$ cat src/rtl/ascon_job_sequencer.sv
// Ascon job sequencer: latches one job, starts the core, routes input words to AD then PT FIFOs, drains CT, captures tag.
// Zero added latency per word; in_ready_o follows the target FIFO's full flag, CT pops only when out_ready_i is high.
module ascon_job_sequencer #(
  parameter int DATA_AW     = 7,
  parameter int DELAY_WIDTH = 16
) (
  input  logic                   clk,
  input  logic                   rst,
  input  logic                   job_valid_i,
  output logic                   job_ready_o,
  input  logic [127:0]           job_key_i,
  input  logic [127:0]           job_nonce_i,
  input  logic [DATA_AW-1:0]     job_ad_size_i,
  input  logic [DATA_AW-1:0]     job_pt_size_i,
  input  logic [DELAY_WIDTH-1:0] job_delay_i,
  input  logic                   in_valid_i,
  output logic                   in_ready_o,
  input  logic [63:0]            in_data_i,
  output logic                   out_valid_o,
  input  logic                   out_ready_i,
  output logic [63:0]            out_data_o,
  output logic                   done_o,
  output logic [127:0]           tag_o,
  output logic                   busy_o,
  output logic [127:0]           key_o,
  output logic [127:0]           nonce_o,
  output logic [DATA_AW-1:0]     ad_size_o,
  output logic [DATA_AW-1:0]     pt_size_o,
  output logic [DELAY_WIDTH-1:0] delay_o,
  output logic                   start_o,
  input  logic                   ready_i,
  input  logic                   tag_valid_i,
  input  logic [127:0]           tag_i,
  output logic                   ad_push_o,
  output logic [63:0]            ad_o,
  input  logic                   ad_full_i,
  output logic                   pt_push_o,
  output logic [63:0]            pt_o,
  input  logic                   pt_full_i,
  output logic                   ct_pop_o,
  input  logic [63:0]            ct_i,
  input  logic                   ct_empty_i
);
  localparam int CW = DATA_AW + 1;

  typedef enum logic [1:0] {IDLE, START, ACK, RUN} state_e;

  state_e                 state_q;
  logic [CW-1:0]          ad_left_q, pt_left_q, ct_left_q;
  logic [CW-1:0]          ad_left_d, pt_left_d, ct_left_d;
  logic                   tag_seen_q, done_q;
  logic [127:0]           key_q, nonce_q, tag_q;
  logic [DATA_AW-1:0]     ad_size_q, pt_size_q;
  logic [DELAY_WIDTH-1:0] delay_q;
  logic                   run, ad_sel, pt_sel, in_acc, exit_run;

  // One extra bit so a full-range byte count does not wrap when rounded up.
  function automatic logic [CW-1:0] nblk(input logic [DATA_AW-1:0] x);
    logic [CW-1:0] s;
    s = {1'b0, x} + CW'(7);
    return s >> 3;
  endfunction

  assign run         = (state_q == RUN);
  assign ad_sel      = (ad_left_q != '0);
  assign pt_sel      = !ad_sel && (pt_left_q != '0);
  assign in_ready_o  = run && (ad_sel ? !ad_full_i : (pt_sel && !pt_full_i));
  assign in_acc      = in_valid_i && in_ready_o;
  assign ad_push_o   = in_acc && ad_sel;
  assign pt_push_o   = in_acc && pt_sel;
  assign ad_o        = in_data_i;
  assign pt_o        = in_data_i;
  assign out_valid_o = run && !ct_empty_i && (ct_left_q != '0);
  assign out_data_o  = ct_i;
  assign ct_pop_o    = out_valid_o && out_ready_i;
  assign start_o     = (state_q == START) && ready_i;

  assign ad_left_d = ad_left_q - CW'(ad_push_o);
  assign pt_left_d = pt_left_q - CW'(pt_push_o);
  assign ct_left_d = ct_left_q - CW'(ct_pop_o);
  assign exit_run  = run && (ct_left_d == '0) && (ad_left_q == '0) && (pt_left_q == '0)
                     && (tag_seen_q || tag_valid_i);

  assign job_ready_o = (state_q == IDLE);
  assign busy_o      = (state_q != IDLE);
  assign done_o      = done_q;
  assign tag_o       = tag_q;
  assign key_o       = key_q;
  assign nonce_o     = nonce_q;
  assign ad_size_o   = ad_size_q;
  assign pt_size_o   = pt_size_q;
  assign delay_o     = delay_q;

  always_ff @(posedge clk or posedge rst) begin
    if (rst) begin
      state_q    <= IDLE;
      ad_left_q  <= '0;
      pt_left_q  <= '0;
      ct_left_q  <= '0;
      tag_seen_q <= 1'b0;
      done_q     <= 1'b0;
      key_q      <= '0;
      nonce_q    <= '0;
      tag_q      <= '0;
      ad_size_q  <= '0;
      pt_size_q  <= '0;
      delay_q    <= '0;
    end else begin
      done_q <= exit_run;
      case (state_q)
        IDLE: if (job_valid_i) begin
          key_q      <= job_key_i;
          nonce_q    <= job_nonce_i;
          ad_size_q  <= job_ad_size_i;
          pt_size_q  <= job_pt_size_i;
          delay_q    <= job_delay_i;
          ad_left_q  <= nblk(job_ad_size_i);
          pt_left_q  <= nblk(job_pt_size_i);
          ct_left_q  <= nblk(job_pt_size_i);
          tag_seen_q <= 1'b0;
          state_q    <= START;
        end
        START: if (ready_i) state_q <= ACK;
        // Core drops ready once its start-time FIFO flush is complete.
        ACK: if (!ready_i) state_q <= RUN;
        RUN: begin
          ad_left_q <= ad_left_d;
          pt_left_q <= pt_left_d;
          ct_left_q <= ct_left_d;
          if (tag_valid_i && !tag_seen_q) begin
            tag_q      <= tag_i;
            tag_seen_q <= 1'b1;
          end
          if (exit_run) state_q <= IDLE;
        end
        default: state_q <= IDLE;
      endcase
    end
  end
endmodule

$ cat config.mk
export PLATFORM = sky130hd
export DESIGN_NAME = ascon_job_sequencer
export DESIGN_NICKNAME = d
export VERILOG_FILES = /design/src/rtl/ascon_job_sequencer.sv
export SDC_FILE = /design/constraint.sdc
export NUM_CORES = 1
export LEC_CHECK = 0
export BUFFER_PORTS_ARGS = -buffer_cell sky130_fd_sc_hd__buf_2
export CAP_MARGIN = 20
export CORE_AREA = 2 2 455 457
export CTS_CLUSTER_SIZE = 20
export DETAILED_ROUTE_END_ITERATION = 16
export DIE_AREA = 0 0 457 459
export SLEW_MARGIN = 20
export SYNTH_ARGS = -nofsm -noshare
export SYNTH_HDL_FRONTEND = slang
export SYNTH_SLANG_ARGS = --single-unit
$ cat constraint.sdc
create_clock -name clk -period 19.5 [get_ports clk]
set_input_delay 0.975 -clock clk [delete_from_list [all_inputs] [get_ports clk]]
set_output_delay 0.975 -clock clk [all_outputs]
set_load 0.02 [all_outputs]
# Word level (Yosys, flattened, before mapping)
# Cells that the tools add are included.
# totals
reg_bits,442
in_bits,552
wordCells,74
# classes
reduce_logical,35
addsub,5
eq_ne,8
mux,14
# op_table
op,count
8-bit case mux with 2 select lines,3
8-bit zero test,3
8-bit nonzero test,3
8-bit by 1-bit subtractor with 8-bit output,3
7-bit by 3-bit adder with 8-bit output (second input constant),2
8-bit two-way mux,2
1-bit logical AND,15
2-bit two-way mux,4
2-bit case mux with 4 select lines,1
2-bit != test (second input constant),3
2-bit AND reduction,3
1-bit zero test,5
2-bit equality test (second input constant),2
2-bit by 1-bit != test with 1-bit output (second input constant),2
4-bit AND reduction,1
2-bit nonzero test,2
1-bit two-way mux,3
3-bit AND reduction,1
2-bit by 1-bit equality test with 1-bit output (second input constant),1
2-bit zero test,1
1-bit case mux with 2 select lines,1
1-bit logical OR,1

# Longest topological paths before layout
# depth
word_depth,12
mapped_depth,14
ltp_nobuf,13

# Worst setup path before layout
# OpenSTA, ideal clock, no wires.
# synth_path
path_type,input -> register
start,in ct_empty_i
end,reg state_q[1]
arrival_time_ns,3.768
slack_ns,15.607
cell_stages,10
required_time_ns,19.375
n_path_buf,0
cell_sequence,a311oi_1 -> and2_1 -> ha_1 -> ha_1 -> nor2b_1 -> or3_1 -> nor4b_2 -> and4_4 -> o211a_4 -> mux2_4
# synth_via
elab_chain_len,12
# synth_rtl
element,line,rtl
start: declaration,42,input logic ct_empty_i
1-bit zero test,73,assign out_valid_o = run && !ct_empty_i && (ct_left_q != '0);
1-bit logical AND (2 in a row),73,
1-bit logical AND,75,assign ct_pop_o = out_valid_o && out_ready_i;
named net ct_pop_o,40,"output logic ct_pop_o,"
8-bit by 1-bit subtractor with 8-bit output,80,assign ct_left_d = ct_left_q - CW'(ct_pop_o);
8-bit zero test,81,assign exit_run = run && (ct_left_d == '0) && (ad_left_q == '0) && (pt_left_q == '0)
1-bit logical AND (3 in a row),81,
1-bit logical AND,82,&& (tag_seen_q || tag_valid_i);
named net exit_run,55,"logic run, ad_sel, pt_sel, in_acc, exit_run;"
2-bit by 1-bit != test with 1-bit output (no line),--,
4-bit AND reduction (no line),--,
end signal: assignment,96,state_q <= IDLE;
end signal: assignment,121,state_q <= START;
end signal: assignment,123,START: if (ready_i) state_q <= ACK;
end: declaration,48,state_e state_q;
# The timed path passes the listed nets, and every way through them passes these cells.
# A chain may end at the register's enable or synchronous reset.

# Final worst setup path
# layout_path
start,reg state_q[1]
end,reg state_q[1]
# layout_via
elab_chain_len,12
elab_cells_between_ends,19
classes_between,add/sub: 1; eq/ne: 7; mux: 1; reduce/logical: 10
# layout_rtl
element,line,rtl
2-bit equality test (*),64,assign run = (state_q == RUN);
named net run,55,
1-bit logical AND (2 in a row),73,
1-bit logical AND,75,
8-bit by 1-bit subtractor with 8-bit output,80,
8-bit zero test,81,
1-bit logical AND (*) (3 in a row),81,
1-bit logical AND (*),82,
named net exit_run,55,
2-bit by 1-bit != test with 1-bit output (no line) (*),--,
4-bit AND reduction (no line) (*),--,
# Mark *: on every way through the listed nets, which the timed path passes. The rest lies on a longest branch.

==> flow_summary.toml <==
[timing]
min_period_ns = 3.81
fin_crit_sh = 0.195
max_slew.worst_pin.slew_ns = 1.03
max_freq_mhz = 263
hold_viol = 0
setup_viol = 0
slew_headroom = 0.313
fin_skew_ns = 0.0428
drv_slew = 0
tns_ns = 0
rsz0062_at_grt = "false"

[global_routing]
grt_overflow = 0
grt_pass1_vias = 14400
antenna_found_initial = 54
grt_max_degree = 154
grt_first_pass_wirelength_um = 126000
track_usage = 0.0875

[setup_path]
reg2reg_from = "state_q[1]"
worst_setup_path_end_kind = "flop"
critPathArrivalTime_ns = 4.38
path_max_fanout = 26
cp_data_required_time_ns = 20.07
ff2ff_setup_slack_ns = 15.69
critPathLaunchType = "flop"
crit_path_end = "state_q[1]"
critPathSlowestCell = "dfrtp_1"
worstSetupPathType = "reg2reg"
cp_cell_sequence = "ha_1, buf_4, inv_1, a311oi_1, and2_1, ha_1, ha_1, nor2b_1, or3_1, nor4b_2, and4_4, o211a_4, mux2_4"
rr_worst_depth = 13
r2r_end = "state_q[1]"
critical_path.startpoint = "state_q[1]"
crit_path_frequent_cell = "ha_1"
max_stage_delay_ns = 0.40

[placement]
dp_cells = 4626
dpl-instance-area_mm2 = 0.0248
gp_congestion = 0.828
port_buffers = 846
dp_hpwl_um = 78900

[synthesis]
async_reset_ff_frac = 1.00
syn_avg_cell_area_um2 = 14.3
synth_nets = 1875
synth_edf_count = 0
ys_warn_count = 0
ys.flop_type = "dfrtp_1"
syn-instance-count = 1313
synth.distinct_cells = 57
yosysSeqAreaShare = 0.590
yosysTopAreaCell = "dfrtp_1"
yosys_register_bits = 442
synth_top_area_frac = 0.590
synth.area.top_cells = "dfrtp_1 59%, mux2_2 25%, buf_4 7.7%"
syn_area_mm2 = 0.0188

[route]
wl_um = 95600
drtPass1Iterations = 5
wl_per_cell_um = 20.2
drc = 0
vias_per_cell = 2.85
vias = 13500
drt_iter0_drc = 576
drtAntennaViolNets = 0

[clock_tree]
clk_latency_ns = 0.69
cts_tree = "done"
clockBufferDepth = 3
cts_made_buffers = 56
cts_resized = 0
post_cts_buffers = 0
htreeDepth = 2
cts_root_buf = "clkbuf_16"
cts.sinks = 442
path_clk_slew_ns = 0.06
cts_hold_buf = 0

[final_layout]
finalInstanceArea_mm2 = 0.0267
layout-drive-gt1-share = 0.685
fin_cells = 4740
syn2layout_area_growth_pct = 42.3
nNetsFinal = 2542
final_util = 0.130

[status]
status = "complete, no violations"

[floorplan]
fp.coreArea_mm2 = 0.206
die_w_um = 457
start_util = 0.0912
dieArea_mm2 = 0.210
rows = 167
io_pins = 1167
die_y_um = 459

[pwr]
peakVddDrop_uv = 109
power.density_mw_per_mm2 = 184
p_leak_uw = 0.0118

[worst_hold_path]
hold_class = "in2async"

[job]
drv_cap = 0
[per-stage QoR]
step | worst slack (ns) | hold slack, ns | total power [µW]
6_report | 15.69 | 0.357 | 4900
5_1_grt | 15.44 | 0.367 | 5210
4_1_cts | 15.54 | 0.319 | 5020
3_5_place_dp | 15.73 | 0.487 | 3900
3_3_place_gp | 15.72 | 0.484 | 3860
2_1_floorplan | 6.21 | 0.466 | 2920
[area by class of cell]
cell class	count	area, µm²
diodes	10	25.0
clock buffers	73	1580
clock inverters	31	307
fillers	23300	179000
inverters	17	71.3
multi-input cells	602	5910
flip-flops and latches	442	11100
well taps	2704	3380
repair buffers	861	4360
[synth_stat cells, types with 2 or more instances]
| cell type | number |
|---|---|
| a21oi_1 | 14 |
| a31oi_1 | 4 |
| a32oi_1 | 2 |
| and2_1 | 3 |
| and3_1 | 5 |
| buf_2 | 35 |
| buf_4 | 192 |
| buf_6 | 2 |
| clkbuf_1 | 23 |
| dfrtp_1 | 442 |
| ha_1 | 10 |
| inv_1 | 16 |
| mux2_2 | 416 |
| mux2i_1 | 5 |
| nand2_1 | 15 |
| nand2b_1 | 2 |
| nand3_1 | 8 |
| nand4_1 | 2 |
| nor2_1 | 34 |
| nor2b_1 | 2 |
| nor3_1 | 7 |
| nor3b_1 | 5 |
| nor4_1 | 6 |
| o211ai_1 | 5 |
| o21ai_0 | 16 |
| o21ai_1 | 2 |
| o31a_1 | 2 |
| xnor2_1 | 7 |
| xor2_1 | 3 |
[placed cells by master, fill, tap and decap left out, types with 3 or more instances in the layout]
cell and instances:
buf_2 846, dfrtp_1 442, mux2_2 416, clkbuf_16 56, nor2_1 34, o21ai_0 16
inv_1 15, nand2_1 15, a21oi_1 14, buf_4 14, clkinv_2 12, clkbuf_8 11
diode_2 10, ha_1 10, nand3_1 8, clkinvlp_4 8, nor3_1 7, xnor2_1 7
clkbuf_1 6, nor4_1 5, and3_1 5, nor3b_1 5, mux2i_1 5, o211ai_1 5
a31oi_1 4, inv_8 3, xor2_1 3, clkinv_4 3
[how the worst min path moves through the flow]
stage / from / endpoint / slack, ns / depth (start not counted)
6_report: rst / nonce_o[80] / 0.36 / 2
5_1_grt: rst / key_o[21] / 0.37 / 2
4_1_cts: rst / nonce_o[80] / 0.32 / 2
3_5_place_dp: tag_o[74] / tag_o[74] / 0.49 / 1
3_3_place_gp: nonce_o[66] / nonce_o[66] / 0.48 / 1
2_1_floorplan: ct_left_q[7] / ct_left_q[7] / 0.47 / 1
[per-layer routing]
layer  wire length, µm  global-route usage
met1             32800              0.0878
met2             44400               0.143
met4              6120              0.0516
met5               110                   0
met3             12200              0.0476
[registers in the layout, indices dropped and copies added, names as in the netlist]
register and flops:
ad_left_q 8, tag_o 128, tag_seen_q 1, done_o 1, ad_size_o 7, key_o 128, pt_size_o 7, nonce_o 128
state_q 2, pt_left_q 8, delay_o 16, ct_left_q 8
[kinds of logic after synthesis]
family                     Yosys count  synth area share
AOI/OAI and AO/OA                   58            0.0201
muxes                              422             0.253
adders and majority gates           10           0.00667
and+or+nand+nor                    102            0.0302
xor gates and xnor gates            10           0.00467
DFF                                442             0.590
buffers and inverters              269            0.0954
[worst max-delay path, delay by kind of cell, from the launching register on]
family | cells | cell delay, ns
AOI/OAI and AO/OA | 2 | 0.49
adders and majority gates | 3 | 0.75
buffers and inverters | 2 | 0.59
DFF | 1 | 0.40
muxes | 1 | 0.29
and+or+nand+nor | 5 | 1.16
[power by group]
part	total, µW	leakage (µW)	internal (µW)	switching (µW)
Clock	1070	0.000909	601	469
Combinational	2180	0.00561	812	1370
Sequential	1650	0.00525	1380	270
Power figures use the tool's default switching activity.
